[src/rtl/fifo_wr_arbiter.sv]
// Round-robin arbiter that shares one synchronous FIFO write port among NREQ producers.
// Each grant is held for a bounded burst; every accepted word is acknowledged to its producer.
//
// state | meaning
// ARB   | no owner; grant=0, pick next requester searching upward from rr_ptr
// OWN   | one producer owns the write port until it drops req or its burst completes
module fifo_wr_arbiter #(
    parameter int NREQ      = 4,
    parameter int DATA_W    = 8,
    parameter int BURST_MAX = 4
) (
    input  logic                   clock,
    input  logic                   reset_n,
    input  logic [NREQ-1:0]        req,
    input  logic [NREQ*DATA_W-1:0] req_data,
    output logic [NREQ-1:0]        ack,
    output logic [NREQ-1:0]        grant,
    input  logic                   buf_full,
    output logic [DATA_W-1:0]      buf_in,
    output logic                   wr_en
);

    localparam int IDX_W = (NREQ > 1) ? $clog2(NREQ) : 1;
    localparam int CNT_W = 4;
    localparam logic [IDX_W-1:0] LAST_IDX = IDX_W'(NREQ - 1);
    localparam logic [CNT_W-1:0] CNT_LAST = CNT_W'(BURST_MAX - 1);

    typedef enum logic {
        ARB = 1'b0,
        OWN = 1'b1
    } state_t;

    state_t           state;
    state_t           state_nxt;
    logic [NREQ-1:0]  grant_nxt;
    logic [IDX_W-1:0] owner;
    logic [IDX_W-1:0] owner_nxt;
    logic [IDX_W-1:0] rr_ptr;
    logic [IDX_W-1:0] rr_ptr_nxt;
    logic [CNT_W-1:0] burst_cnt;
    logic [CNT_W-1:0] burst_cnt_nxt;
    logic             pick_valid;
    logic [IDX_W-1:0] pick_idx;
    logic [IDX_W:0]   cand;
    logic             owner_req;
    logic             release_now;

    // Scan from the farthest offset down so the nearest requester at or above rr_ptr wins.
    always_comb begin
        pick_valid = 1'b0;
        pick_idx   = '0;
        cand       = '0;
        for (int k = NREQ - 1; k >= 0; k--) begin
            cand = {1'b0, rr_ptr} + (IDX_W + 1)'(k);
            if (cand >= (IDX_W + 1)'(NREQ)) begin
                cand = cand - (IDX_W + 1)'(NREQ);
            end
            if (req[cand[IDX_W-1:0]]) begin
                pick_valid = 1'b1;
                pick_idx   = cand[IDX_W-1:0];
            end
        end
    end

    // Write control depends only on the registered grant and the req/buf_full inputs.
    always_comb begin
        owner_req = |(req & grant);
        wr_en     = (state == OWN) && owner_req && !buf_full;
        ack       = grant & {NREQ{wr_en}};
        buf_in    = '0;
        if (state == OWN) begin
            for (int i = 0; i < NREQ; i++) begin
                if (grant[i]) begin
                    buf_in = req_data[i*DATA_W +: DATA_W];
                end
            end
        end
    end

    always_comb begin
        state_nxt     = state;
        grant_nxt     = grant;
        owner_nxt     = owner;
        rr_ptr_nxt    = rr_ptr;
        burst_cnt_nxt = burst_cnt;
        release_now   = 1'b0;
        case (state)
            ARB: begin
                grant_nxt = '0;
                if (pick_valid) begin
                    state_nxt     = OWN;
                    grant_nxt     = NREQ'(1) << pick_idx;
                    owner_nxt     = pick_idx;
                    burst_cnt_nxt = '0;
                end
            end
            OWN: begin
                release_now = !owner_req || (wr_en && (burst_cnt == CNT_LAST));
                if (wr_en) begin
                    burst_cnt_nxt = burst_cnt + 1'b1;
                end
                if (release_now) begin
                    state_nxt     = ARB;
                    grant_nxt     = '0;
                    burst_cnt_nxt = '0;
                    rr_ptr_nxt    = (owner == LAST_IDX) ? '0 : owner + 1'b1;
                end
            end
            default: begin
                state_nxt = ARB;
                grant_nxt = '0;
            end
        endcase
    end

    always_ff @(posedge clock or negedge reset_n) begin
        if (!reset_n) begin
            state     <= ARB;
            grant     <= '0;
            owner     <= '0;
            rr_ptr    <= '0;
            burst_cnt <= '0;
        end else begin
            state     <= state_nxt;
            grant     <= grant_nxt;
            owner     <= owner_nxt;
            rr_ptr    <= rr_ptr_nxt;
            burst_cnt <= burst_cnt_nxt;
        end
    end

endmodule

[config.mk]
export PLATFORM = sky130hd
export DESIGN_NAME = fifo_wr_arbiter
export DESIGN_NICKNAME = d
export VERILOG_FILES = /design/src/rtl/fifo_wr_arbiter.sv
export SDC_FILE = /design/constraint.sdc
export NUM_CORES = 1
export LEC_CHECK = 0
export ABC_AREA = 1
export ABC_CLOCK_PERIOD_IN_PS = 1900
export CORE_ASPECT_RATIO = 0.8
export CORE_MARGIN = 2
export CORE_UTILIZATION = 30
export DETAILED_ROUTE_END_ITERATION = 16
export SLEW_MARGIN = 25
export SYNTH_ARGS = -nofsm -noshare
export SYNTH_HDL_FRONTEND = slang
export SYNTH_SLANG_ARGS = --single-unit
[constraint.sdc]
create_clock -name clock -period 1.9 [get_ports clock]
set_input_delay 0.57 -clock clock [delete_from_list [all_inputs] [get_ports clock]]
set_output_delay 0.57 -clock clock [all_outputs]
set_load 0.005 [all_outputs]
==> reports/results.txt, run 1 <==
The flow ran to the end, but the final reports show violations. The checks that failed: negative setup slack. The height of the die came out at 59.5 µm. For the final database, setup skew stands at 0.000892 ns. The path with the worst hold slack has its endpoint at rr_ptr[0]. The share of total power dissipated in sequential elements is 17.8%. During I/O placement, the number of pins put on the boundary was 56. For the data required time of the worst path, the log shows 1.33 ns.

Clock sink count: 13. The final layout contains routed wiring with a total length of 4.16 mm. The most used flip-flop cell after synthesis is sky130_fd_sc_hd__dfrtp_1. The placed wire-length estimate came out at 2.93 mm.

The count of endpoints failing setup in the final report was 13; the number of cell instances on the worst register-to-register path was 11. The average wire length per cell after detail routing came out at 12.6 µm. The die is 73.4 µm wide. Cells with a size suffix above 1 make up 37.6% of the layout. Of the total power, the share spent switching nets is 44.7%. The clock latency reported for the late side of the worst-skew pair came out at 0.24 ns. The floorplan has 20 rows. After filler insertion, the fill cell instance count of the layout stands at 369.

After routing the design area is 2200 µm². Across the run, the number of max-cap violations was 0. The via count of the first global-routing pass came out at 1410.

Master of the slowest instance on the critical path: sky130_fd_sc_hd__dfrtp_1. The final number of max-transition violations is 0. The core region is 3750 µm². For the finished layout, the period the worst path requires is 2.03 ns. For the combinational power share, the log shows 72.6%. The count of cells along the worst hold path came out at 1. The cell that appears most often on the critical path is sky130_fd_sc_hd__o21ai_1. The tools report the initial antenna violation count as 0. The highest ir drop seen on vdd was 0.733 mV. The synthesized design contains 0 enable-type register cells. After detailed routing, the number of remaining DRC violations is 0. Final count of hold timing violations: 0. Cell internal power was estimated by the tool at 1440 µW.

Setup repair after global routing could not meet its margin everywhere. The logs give 185 for the cell count after synthesis and 15 for the pin count of the biggest net entering global routing. TritonCTS built the clock tree. The number of H-tree levels is 1, and the clock network power share is 9.5%. The maximum buffer depth of the clock tree is 2, and the worst hold margin is 0.494 ns. For this block, the initial DRC count from the detailed router was 32. After the flow finishes, the layout carries non-filler instances totaling 331. Detailed-route vias per instance: 4.70. The signal on the critical path passes through inv_4 > buf_6 > nor2_1 > o21ai_1 > o21ai_1 > a21oi_1 > buf_2. The number of cells in the design after placement was 310. In this run the most critical hold path is launched from owner[0]. Global routing used 18.6% of the available tracks across all layers.

For the residual antenna-violating net count after detailed routing, the log shows 0. In this run the static leakage power is 0.00113 µW. Summing the sequential cell areas from Yosys gives 28.2% of the chip area.

The classification of the worst-slack hold path is flip-flop to flip-flop. The congestion estimate from routability-driven global placement came to 0.774. The origin of the critical flop-to-flop path was grant[2]. The tools report the kind of start point of the critical path as a flip-flop. The endpoint kind of the worst setup timing path was an output pin. STA puts the critical path data arrival time at 1.46 ns. Netlist area before placement: 1150 µm². Synthesis produced a netlist with a net count of 226. Count of input and output buffers: 55. The first global-routing pass estimated 6.35 mm of wire. Relative to the synthesized area, the layout overhead comes to 90.6%. For the number of buffers inserted during clock tree synthesis, the log shows 3.

The post-layout worst setup margin came out at -0.127 ns. The first detailed-routing pass ran for 4 iterations. Net count of the finished layout: 329.

The worst setup slack after placement was -0.950 ns; the synthesized area divided by synthesized cell count was 6.24 µm². The total number of yosys warnings is 0. The number of storage elements in the synthesis netlist was 13; the stage delay of the slowest cell on the critical path was 0.43 ns.

The area enclosed by the die boundary came out at 4360 µm². The power density over the cells came out at 1190 nW/µm². The maximum fanout along the worst path was 5. The initial cell density of the core was 30.8%; the number of distinct library cells after synthesis was 27.

The logs give 81.5% for the relative max-transition margin and 0 for the count of inserted antenna diode cells. For flop-to-flop paths, the worst setup slack is 0.21 ns. The tools report the final global-route overflow total as 0. Capture instance of the worst register-to-register path: rr_ptr[0]. For the pin with the worst max-slew slack, the measured transition is 0.274 ns. The master cell of the clock root buffer was sky130_fd_sc_hd__clkbuf_8.

For this run, asynchronously set or reset flops after synthesis account for 100%. Derived from the worst setup path, the maximum achievable clock frequency is 493 MHz. The placed standard-cell area is 1980 µm², and the fraction of the cycle the final worst path needs is 107%. The tools report the switching component of the power as 1170 µW.

The worst setup path is of the flip-flop to output pin kind. The clock transition at the register clock pins on the worst setup and hold paths after CTS came out at 0.05 ns. The detailed router placed 1557 vias in this run.
## how the worst max path moves through the flow
stage | slack [ns] | endpoint | from | cells after the start
after detailed placement | -0.95 | ack[1] | req[1] | 8
after global routing | -0.21 | buf_in[1] | grant[1] | 7
after floorplan | 0.23 | ack[0] | req[1] | 6
after CTS | -0.17 | ack[0] | grant[0] | 9
after global placement | -0.88 | ack[1] | req[1] | 8
final | -0.13 | buf_in[1] | grant[1] | 7
## area by class of cell
class,instances,area [µm²],area share (%)
Inverter,20,85.1,3.87
Sequential cell,13,328,14.9
Timing Repair inverter,1,7.51,0.341
Tap cell,44,55.1,2.50
Multi-Input combinational cell,146,807,36.7
Timing Repair Buffer,103,873,39.7
Clock buffer,4,45.0,2.05
## placed cells by master, fill, tap and decap left out, drive strengths merged, types with 2 or more instances in the layout
cell	count
o21ai	30
inv	18
xor2	2
dlygate4sd2	18
clkbuf	7
ha	2
a21oi	17
nand3	11
clkdlybuf4s50	19
dfrtp	13
buf	62
clkinvlp	3
nand2	52
nand4	3
nor2	21
## cells by family after synthesis
family                   share of synthesized area (%)
AO/OA/AOI/OAI                                     23.2
flip-flops                                        28.2
buffers and inverters                             9.75
XOR/XNOR                                          2.28
AND/OR/NAND/NOR                                   33.6
multiplexers                                     0.867
adder cells (fa/ha/maj)                           2.17
## synthesized netlist by cell type (2+ instances only)
cell type | n | area [µm²]
sky130_fd_sc_hd__o21ai_1 | 3 | 15.0
sky130_fd_sc_hd__xor2_1 | 2 | 17.5
sky130_fd_sc_hd__ha_1 | 2 | 25.0
sky130_fd_sc_hd__a21oi_1 | 17 | 85.1
sky130_fd_sc_hd__nand3_2 | 2 | 20.0
sky130_fd_sc_hd__nand3_1 | 9 | 45.0
sky130_fd_sc_hd__nand2_2 | 7 | 43.8
sky130_fd_sc_hd__clkbuf_1 | 3 | 11.3
sky130_fd_sc_hd__nand2_1 | 45 | 169
sky130_fd_sc_hd__nand4_1 | 3 | 18.8
sky130_fd_sc_hd__inv_1 | 18 | 67.6
sky130_fd_sc_hd__nor2_1 | 21 | 78.8
sky130_fd_sc_hd__o21ai_0 | 27 | 135
sky130_fd_sc_hd__dfrtp_1 | 13 | 325
## through the flow
step | utilization (%) | TNS, ns | power [µW]
finish | 58.6 | -1.21 | 2610
CTS | 54.7 | -1.72 | 2470
detailed placement | 52.7 | -13.12 | 2160
floorplan | - | 0 | 1400
global route | 58.6 | -2.20 | 2870
global placement | 52.7 | -12.58 | 2150
## registers in the layout, indices dropped and copies added (netlist names)
signal     cells
state          1
grant          4
owner          2
rr_ptr         2
burst_cnt      4
## power groups by stage
stage          registers, µW  clock network (µW)  logic [µW]
5_1_grt                  483                 267        2120
2_1_floorplan            449                   0         950
3_3_place_gp             455                   0        1700
3_5_place_dp             454                   0        1710
4_1_cts                  454                 258        1760
6_report                 465                 249        1890
## timing repair
item                                    CTS  global route
resized for setup                       115            28
buffers inserted                         10             5
cloned                                    0             2
endpoints found under the setup margin   16            13
hold buffers                              0             0
pin swaps                                32            22
## worst max-delay path, delay by kind of cell, from the launching register on
kind                   cells  cell delay, ns
buffers and inverters      3            0.35
AO/OA/AOI/OAI              3            0.39
flip-flops                 1            0.43
AND/OR/NAND/NOR            1            0.04
## layer usage
layer	track usage, %	share of wire [%]	vias up
met2	31.3	44	53
met3	4.42	9.5	7
li1	-	-	816
met1	24.7	45	681
met4	3.12	1.2	0
met5	0	0	-
No activity file was read; power rests on OpenSTA's default activity.
==> run 2: changes to the inputs <==
--- a/config.mk
+++ b/config.mk
@@ -8,7 +8,6 @@
 export ABC_AREA = 1
 export ABC_CLOCK_PERIOD_IN_PS = 1900
 export CORE_ASPECT_RATIO = 0.8
-export CORE_MARGIN = 2
 export CORE_UTILIZATION = 30
 export DETAILED_ROUTE_END_ITERATION = 16
 export SLEW_MARGIN = 25
==> constraint.sdc (replaced) <==
create_clock -name clock -period 1.9 [get_ports clock]
set_input_delay 0.57 -clock clock [delete_from_list [all_inputs] [get_ports clock]]
set_output_delay 0.57 -clock clock [all_outputs]
set_load 0.1 [all_outputs]
==> run 2 against run 1 <==
  * The run ends with design-rule violations, negative setup slack left
  * Sequential share of layout area shrank 1.1 points
  * Hold slack gained 0.014 ns
  * Clock skew grew 0.0017 ns
  * Wire length grew 2.8%
  * Clock power is essentially flat
  * Maximum frequency shrank 4.5%
  * Critical path depth is the same
  * Register-to-register slack lost 0.05 ns
  * First-iteration DRC count grew 110%
  * Highest routed layer unchanged
==> reports/results.txt, run 2 (synthesis gave the netlist of run 1 again) <==
The flow ran to the end, but the final reports show violations. The checks that failed: design-rule violations, negative setup slack. The number of placement rows came out at 19 (-5.0%).

The residual antenna-violating net count after detailed routing came out at 0 (unchanged). Walking the worst path, the cells encountered are inv_6 > buf_12 > nor2_2 > o21ai_1 > o21ai_1 > a21oi_4 > buf_12. The pin count of the biggest net entering global routing was 17 (+2); the first-pass iteration count of the detailed router was 10 (+6).

The run gives 309 (-6.6%) as the final standard cell count with taps included and fillers excluded. The number of inserted filler cells in the final layout is 293 (-21%). In the layout the commonest cells are 42 x sky130_fd_sc_hd__nand2_1, 23 x sky130_fd_sc_hd__buf_4, 20 x sky130_fd_sc_hd__buf_12. The maximum buffer depth of the clock tree is 2 (unchanged). The fraction of the cycle the final worst path needs is 112% (+5.1 points). The number of buffers inserted during clock tree synthesis was 3 (unchanged).

The critical path is of the flip-flop to output pin type. The sum of negative setup slack is -2.44 ns (-1.23 ns). The tools report the global-route wire length before repair as 7.07 mm (+11%).

The maximum fanout along the worst path works out to 6 (+1). The data required time of the worst path came out at 1.33 ns (about the same). Count of cells along the worst hold path: 1 (unchanged). In the final layout, the registers with the most flip-flops are burst_cnt: 4 flops, grant: 4 flops. The via count of the first global-routing pass came out at 1529 (+8.4%). The initial antenna violation count was 0 (unchanged); the clock transition at the register clock pins on the worst setup and hold paths after CTS was 0.05 ns (about the same). STA classifies the critical path endpoint as an output pin. Kind of start point of the critical path: a flip-flop.

Highest ir drop seen on vdd: 0.950 mV (+30%). For hold timing, the worst endpoint is burst_cnt[0]. The run gives 4 (+4) as the remaining routing DRC violations. The placed wire-length estimate is 3.29 mm (+12%), and the utilization after layout is 69.1% (+10 points). The run gives 0 (unchanged) as the count of max-cap constraint violations.

The worst register-to-register path ends at grant[1]. For the number of H-tree levels, the log shows 1 (unchanged). The number of buffers added to fix hold violations after cts was 0 (unchanged); the minimum period implied by the final worst setup slack was 2.12 ns (+0.0965 ns).

The final number of max-transition violations was 0 (unchanged). The library cell used most frequently in the layout, excluding fill and tap cells, is sky130_fd_sc_hd__nand2_1. The tools report the master cell of the clock root buffer as sky130_fd_sc_hd__clkbuf_8. The height of the die works out to 57.5 µm (-3.4%).

The count of input and output buffers came out at 55 (unchanged). The classification of the worst-slack hold path is flip-flop to flip-flop. The count of inserted antenna diode cells came out at 0 (unchanged). Core box area: 3540 µm² (-5.6%). Clock sink count: 13 (unchanged). The logs give 32.6% (+1.8 points) for the initial cell density of the core and 0.00263 ns (+0.00174 ns) for the largest clock skew in the final design.

The average wire length per cell after detail routing was 13.8 µm (+10%); the leakage power total was 0.00111 µW (-2.3%). The tools report the clock latency reported for the late side of the worst-skew pair as 0.25 ns (about the same). TritonCTS built the clock tree.

The top-level port count is 56 (unchanged), and the fraction of layout cells with a size suffix above 1 is 41.9% (+4.3 points). Width of the die: 71.4 µm (-2.7%). The final estimated routing congestion in global placement was 0.878 (+13%). The worst hold margin was 0.507 ns (+0.0139 ns). Among all stages on the critical path, the largest delay is contributed by sky130_fd_sc_hd__dfrtp_4.

The count of endpoints failing setup in the final report is 13 (unchanged), and the post-layout worst setup margin is -0.224 ns (-0.0965 ns). The final count of hold timing violations came out at 0 (unchanged). The number of cells in the design after placement is 296 (-4.5%), and the total power is 3910 µW (+50%).

The worst-margin pin slew was 0.488 ns (+0.214 ns). Origin of the critical flop-to-flop path: rr_ptr[0]. The logs give 309 (-6.1%) for the net count of the finished layout and 471 MHz (-4.5%) for the highest clock rate. The initial detailed-routing violation count was 68 (+110%). The data arrival at the endpoint of the critical path is 1.55 ns (+0.09 ns), and the setup slack on the worst flop-to-flop path is 0.16 ns (-0.05 ns). The startpoint of the worst setup timing path was grant[1]. The area growth from synthesis to layout is 112%. The tools report the startpoint of the lowest-slack hold path as burst_cnt[0].

The area enclosed by the die boundary came out at 4100 µm² (-6.0%). The number of cell instances on the worst register-to-register path was 9 (-2); the via count of the routed design was 1556 (-0.064%). The overall fraction of global-route tracks in use is 22.1% (+3.6 points), and the power density over the cells is 1600 nW/µm² (+35%). Setup repair after global routing could not meet its margin everywhere. The detailed-route vias per instance is 5.04 (+7.1%), and the total wire length is 4.28 mm (+2.8%).

The stage delay of the slowest cell on the critical path came out at 0.49 ns (+0.06 ns). The final global-route overflow total is 0 (unchanged), and the relative max-transition margin is 67.4% (-14 points).
==> run 2: changes by cell type in the layout (fill, tap and decap cells not counted), moves of 3 or more <==
cell	before	now
sky130_fd_sc_hd__o21ai_1	16	9
sky130_fd_sc_hd__buf_4	37	23
sky130_fd_sc_hd__buf_6	10	2
sky130_fd_sc_hd__dfrtp_4	0	3
sky130_fd_sc_hd__a21oi_4	1	8
sky130_fd_sc_hd__buf_2	14	2
sky130_fd_sc_hd__nor2_2	7	4
sky130_fd_sc_hd__buf_12	1	20
sky130_fd_sc_hd__nor2_1	12	9
sky130_fd_sc_hd__a21oi_1	13	5
sky130_fd_sc_hd__o21ai_2	4	10
sky130_fd_sc_hd__nor2_4	2	8
==> run 2: power by group <==
group          internal [µW]  switching [µW]
clock                    145             102
sequential               381             108
combinational           1220            1950
==> run 2: per-stage QoR <==
stage               instance area (µm²)  worst slack [ns]
finish                             2450            -0.224
global route                       2450            -0.286
CTS                                2430            -0.223
detailed placement                 2220            -0.685
global placement                   2220            -0.632
floorplan                          1320            -0.489
==> run 2: worst max path at each step <==
stage / slack (ns) / cells past startpoint / endpoint
after floorplan: -0.49 / 7 / ack[0]
after CTS: -0.22 / 6 / buf_in[7]
after global routing: -0.29 / 6 / buf_in[7]
final: -0.22 / 7 / buf_in[0]
after global placement: -0.63 / 8 / ack[0]
after detailed placement: -0.69 / 8 / wr_en
==> run 2: critical path: cells and delay by family (launching register included) <==
kind	cells	cell delay [ns]
AOI/OAI and AO/OA	3	0.37
buffers and inverters	3	0.41
DFF	1	0.49
and+or+nand+nor	1	0.03
==> run 2: final cells by class <==
cell class | count | area (µm²) | area share (%)
Timing Repair Buffer | 84 | 968 | 39.6
Multi-Input combinational cell | 146 | 953 | 39.0
Sequential cell | 13 | 338 | 13.8
Inverter | 20 | 88.8 | 3.63
Tap cell | 42 | 52.6 | 2.15
Clock buffer | 3 | 41.3 | 1.69
Clock inverter | 1 | 5.00 | 0.204
==> run 2: repair_timing <==
action	4_1_cts	5_1_grt
setup buffers	8	0
cloned	1	0
setup endpoints to repair	23	13
endpoints found under the hold margin	0	0
pin swaps	33	4
gates resized for setup	72	7
==> run 2: layer usage <==
| metal | global-route usage [%] | up-vias | wire [µm] |
|---|---|---|---|
| li1 | - | 777 | - |
| met1 | 28.6 | 739 | 1900 |
| met2 | 39.0 | 34 | 2160 |
| met3 | 3.89 | 6 | 171 |
| met4 | 4.29 | 0 | 46 |
| met5 | 0 | - | 0 |
==> run 3: changes to the inputs <==
--- a/config.mk
+++ b/config.mk
@@ -10,6 +10,7 @@
 export CORE_ASPECT_RATIO = 0.8
 export CORE_UTILIZATION = 30
 export DETAILED_ROUTE_END_ITERATION = 16
+export RECOVER_POWER = 100
 export SLEW_MARGIN = 25
 export SYNTH_ARGS = -nofsm -noshare
 export SYNTH_HDL_FRONTEND = slang
==> run 3 against run 2 <==
  * Cell area is 0.77% lower
  * Wire length rose by 0.35%
  * The flow still finishes with violations (design-rule violations, negative setup slack)
  * Core utilization decreased by 0.53 points
  * First-iteration DRC count down 5.9%
  * Largest cell class unchanged
  * Highest routed layer unchanged
==> reports/results.txt, run 3 (synthesis gave the netlist of run 1 again) <==
In the layout the commonest cells are 43 x sky130_fd_sc_hd__nand2_1, 22 x sky130_fd_sc_hd__buf_4, 19 x sky130_fd_sc_hd__buf_12. The count of endpoints failing setup in the final report is 13 (unchanged), and the final number of max-transition violations is 0 (unchanged). The largest registers in the layout are burst_cnt: 4 flops, grant: 4 flops. The placed standard-cell area was 2220 µm² (unchanged).

The tools report the first-pass iteration count of the detailed router as 10 (unchanged). The tools report the startpoint of the lowest-slack hold path as burst_cnt[0]. The kind of start point of the critical path was a flip-flop. The tools report the leakage power total as 0.00110 µW (-0.62%). The average wire length per cell after detail routing came out at 13.9 µm (+0.35%).

The largest clock skew in the final design is 0.00293 ns (+0.000296 ns), and the number of cells in the design after placement is 296 (unchanged). The checks that failed: design-rule violations, negative setup slack. The core box area came out at 3540 µm² (unchanged).

The top-level port count was 56 (unchanged); the via count of the first global-routing pass was 1529 (unchanged). End point of the most critical hold path: burst_cnt[0]. The sum of negative setup slack is -2.43 ns (+0.00918 ns).

The total buffers and inverters traversed by the critical path came out at 3 (unchanged). The type of the setup path with the least slack is flip-flop to output pin. The maximum fanout along the worst path was 6 (unchanged); the stage delay of the slowest cell on the critical path was 0.49 ns (about the same). The highest clock rate came out at 471 MHz (about the same). The worst-margin pin slew is 0.710 ns (+0.222 ns). The signal on the critical path passes through inv_6 > buf_12 > nor2_2 > o21ai_1 > o21ai_1 > a21oi_4 > buf_12. The number of buffers inserted during clock tree synthesis is 3 (unchanged), and the number of placement rows is 19 (unchanged). The clock transition at the register clock pins on the worst setup and hold paths after CTS was 0.05 ns (about the same). The data arrival at the endpoint of the critical path was 1.55 ns (about the same); the global-route wire length before repair was 7.07 mm (unchanged). The tools report the worst setup slack after placement as -0.685 ns (unchanged).

Count of input and output buffers: 55 (unchanged). The fraction of layout cells with a size suffix above 1 was 41.2% (-0.75 points); the initial detailed-routing violation count was 64 (-5.9%). The clock sink count is 13 (unchanged), and the detailed-route vias per instance is 5.00 (-0.71%). The final global-route overflow total is 0 (unchanged).

The run gives 0 (unchanged) as the initial antenna violation count. The worst setup path is captured at an output pin. The tools report the number of H-tree levels as 1 (unchanged). The initial cell density of the core was 32.6% (unchanged). The min-delay analysis places its worst path in the category flip-flop to flip-flop.

The run finished, with violations left. The tree is rooted in a sky130_fd_sc_hd__clkbuf_8. The tools report the pin count of the biggest net entering global routing as 17 (unchanged). The power density over the cells came out at 1600 nW/µm² (+0.33%).

The setup slack on the worst flop-to-flop path was 0.16 ns (about the same). The via count of the routed design was 1545 (-0.71%). The origin of the critical flop-to-flop path was rr_ptr[0].

In this design, the largest share of critical-path delay is due to flip-flops. The fraction of the cycle the final worst path needs is 112% (about the same). The endpoint identified for the worst register-to-register timing path is grant[1]. The overall fraction of global-route tracks in use is 22.1% (unchanged). The height of the die came out at 57.5 µm (unchanged). The run gives 309 (unchanged) as the net count of the finished layout. The run gives 2430 µm² (-0.77%) as the design area. The area enclosed by the die boundary was 4100 µm² (unchanged); the clock latency reported for the late side of the worst-skew pair was 0.25 ns (about the same).

The highest ir drop seen on vdd came out at 0.947 mV (-0.28%). The logs give 1.33 ns (about the same) for the data required time of the worst path and 297 (+1.4%) for the number of inserted filler cells in the final layout. The total wire length is 4.29 mm (+0.35%), and the number of cell instances on the worst register-to-register path is 9 (unchanged). Minimum period implied by the final worst setup slack: 2.12 ns (-0.000297 ns). Most common cell after layout, fill and taps aside: sky130_fd_sc_hd__nand2_1. Setup repair after global routing could not meet its margin everywhere.

The maximum buffer depth of the clock tree was 2 (unchanged); the residual antenna-violating net count after detailed routing was 0 (unchanged). TritonCTS built the clock tree. The run gives 52.7% (-15 points) as the relative max-transition margin. The tools report the count of max-cap constraint violations as 0 (unchanged). The width of the die is 71.4 µm (unchanged). The final standard cell count with taps included and fillers excluded is 309 (unchanged), and the final count of hold timing violations is 0 (unchanged).

The post-layout worst setup margin is -0.223 ns (+0.000297 ns), and the placed wire-length estimate is 3.29 mm (unchanged). Relative to the synthesized area, the layout overhead comes to 110%. The remaining routing DRC violations is 4 (unchanged), and the count of cells along the worst hold path is 1 (unchanged). The count of inserted antenna diode cells was 0 (unchanged); the final estimated routing congestion in global placement was 0.878 (unchanged).

The master of the slowest instance on the critical path was sky130_fd_sc_hd__dfrtp_4.
==> run 3: worst max path at each step <==
stage / from / end / slack [ns] / depth (start not counted)
2_1_floorplan: grant[1] / ack[0] / -0.49 / 7
3_3_place_gp: req[1] / ack[0] / -0.63 / 8
3_5_place_dp: req[0] / wr_en / -0.69 / 8
4_1_cts: grant[1] / buf_in[7] / -0.22 / 6
5_1_grt: grant[1] / buf_in[7] / -0.29 / 6
6_report: grant[1] / buf_in[0] / -0.22 / 7
==> run 3: worst register-to-register path, cell delays in order, from the launching register on <==
cell	delay [ns]
sky130_fd_sc_hd__dfrtp_1	0.55
sky130_fd_sc_hd__o21ai_0	0.40
sky130_fd_sc_hd__nand2_1	0.14
sky130_fd_sc_hd__nand2_1	0.08
sky130_fd_sc_hd__inv_1	0.04
sky130_fd_sc_hd__nand2_1	0.06
sky130_fd_sc_hd__nand2_2	0.07
sky130_fd_sc_hd__nand2_1	0.11
sky130_fd_sc_hd__nand3b_1	0.13
sky130_fd_sc_hd__nand2_1	0.05
==> run 3: per-layer routing <==
| layer | wire length (µm) | track usage [%] | vias up | part of all wire [%] |
|---|---|---|---|---|
| met4 | 46 | 4.29 | 0 | 1.1 |
| met2 | 2160 | 39.0 | 32 | 50 |
| li1 | - | - | 775 | - |
| met3 | 170 | 3.89 | 6 | 4.0 |
| met5 | 0 | 0 | - | 0 |
| met1 | 1910 | 28.6 | 732 | 45 |
==> run 3: final cells by class <==
type	instances	area [µm²]	share of cell area, %
multi-input cells	146	951	39.2
inverters	20	88.8	3.66
clock buffers	3	41.3	1.70
repair buffers	84	952	39.2
clock inverters	1	5.00	0.206
well taps	42	52.6	2.16
flip-flops and latches	13	338	13.9
==> run 3: repair_timing <==
item / 4_1_cts / 5_1_grt
hold buffers: 0 / 0
pin swaps: 33 / 4
resized for setup: 72 / 7
buffers inserted: 8 / 0
gates cloned: 1 / 0
endpoints found under the setup margin: 23 / 13
==> run 3: where the power goes <==
group | leakage [µW] | total, µW | switching [µW] | internal, µW
combinational | 0.000913 | 3150 | 1950 | 1200
clock | 0.0000255 | 247 | 102 | 145
sequential | 0.000160 | 489 | 108 | 381
total | 0.00110 | 3890 | 2160 | 1730
==> run 3: through the flow <==
| step | hold slack [ns] | power, µW | util, % |
|---|---|---|---|
| global route | 0.542 | 4120 | 68.6 |
| CTS | 0.508 | 3890 | 68.6 |
| floorplan | 0.274 | 2430 | - |
| global placement | 0.478 | 3350 | 62.7 |
| detailed placement | 0.497 | 3420 | 62.7 |
| finish | 0.507 | 3890 | 68.6 |
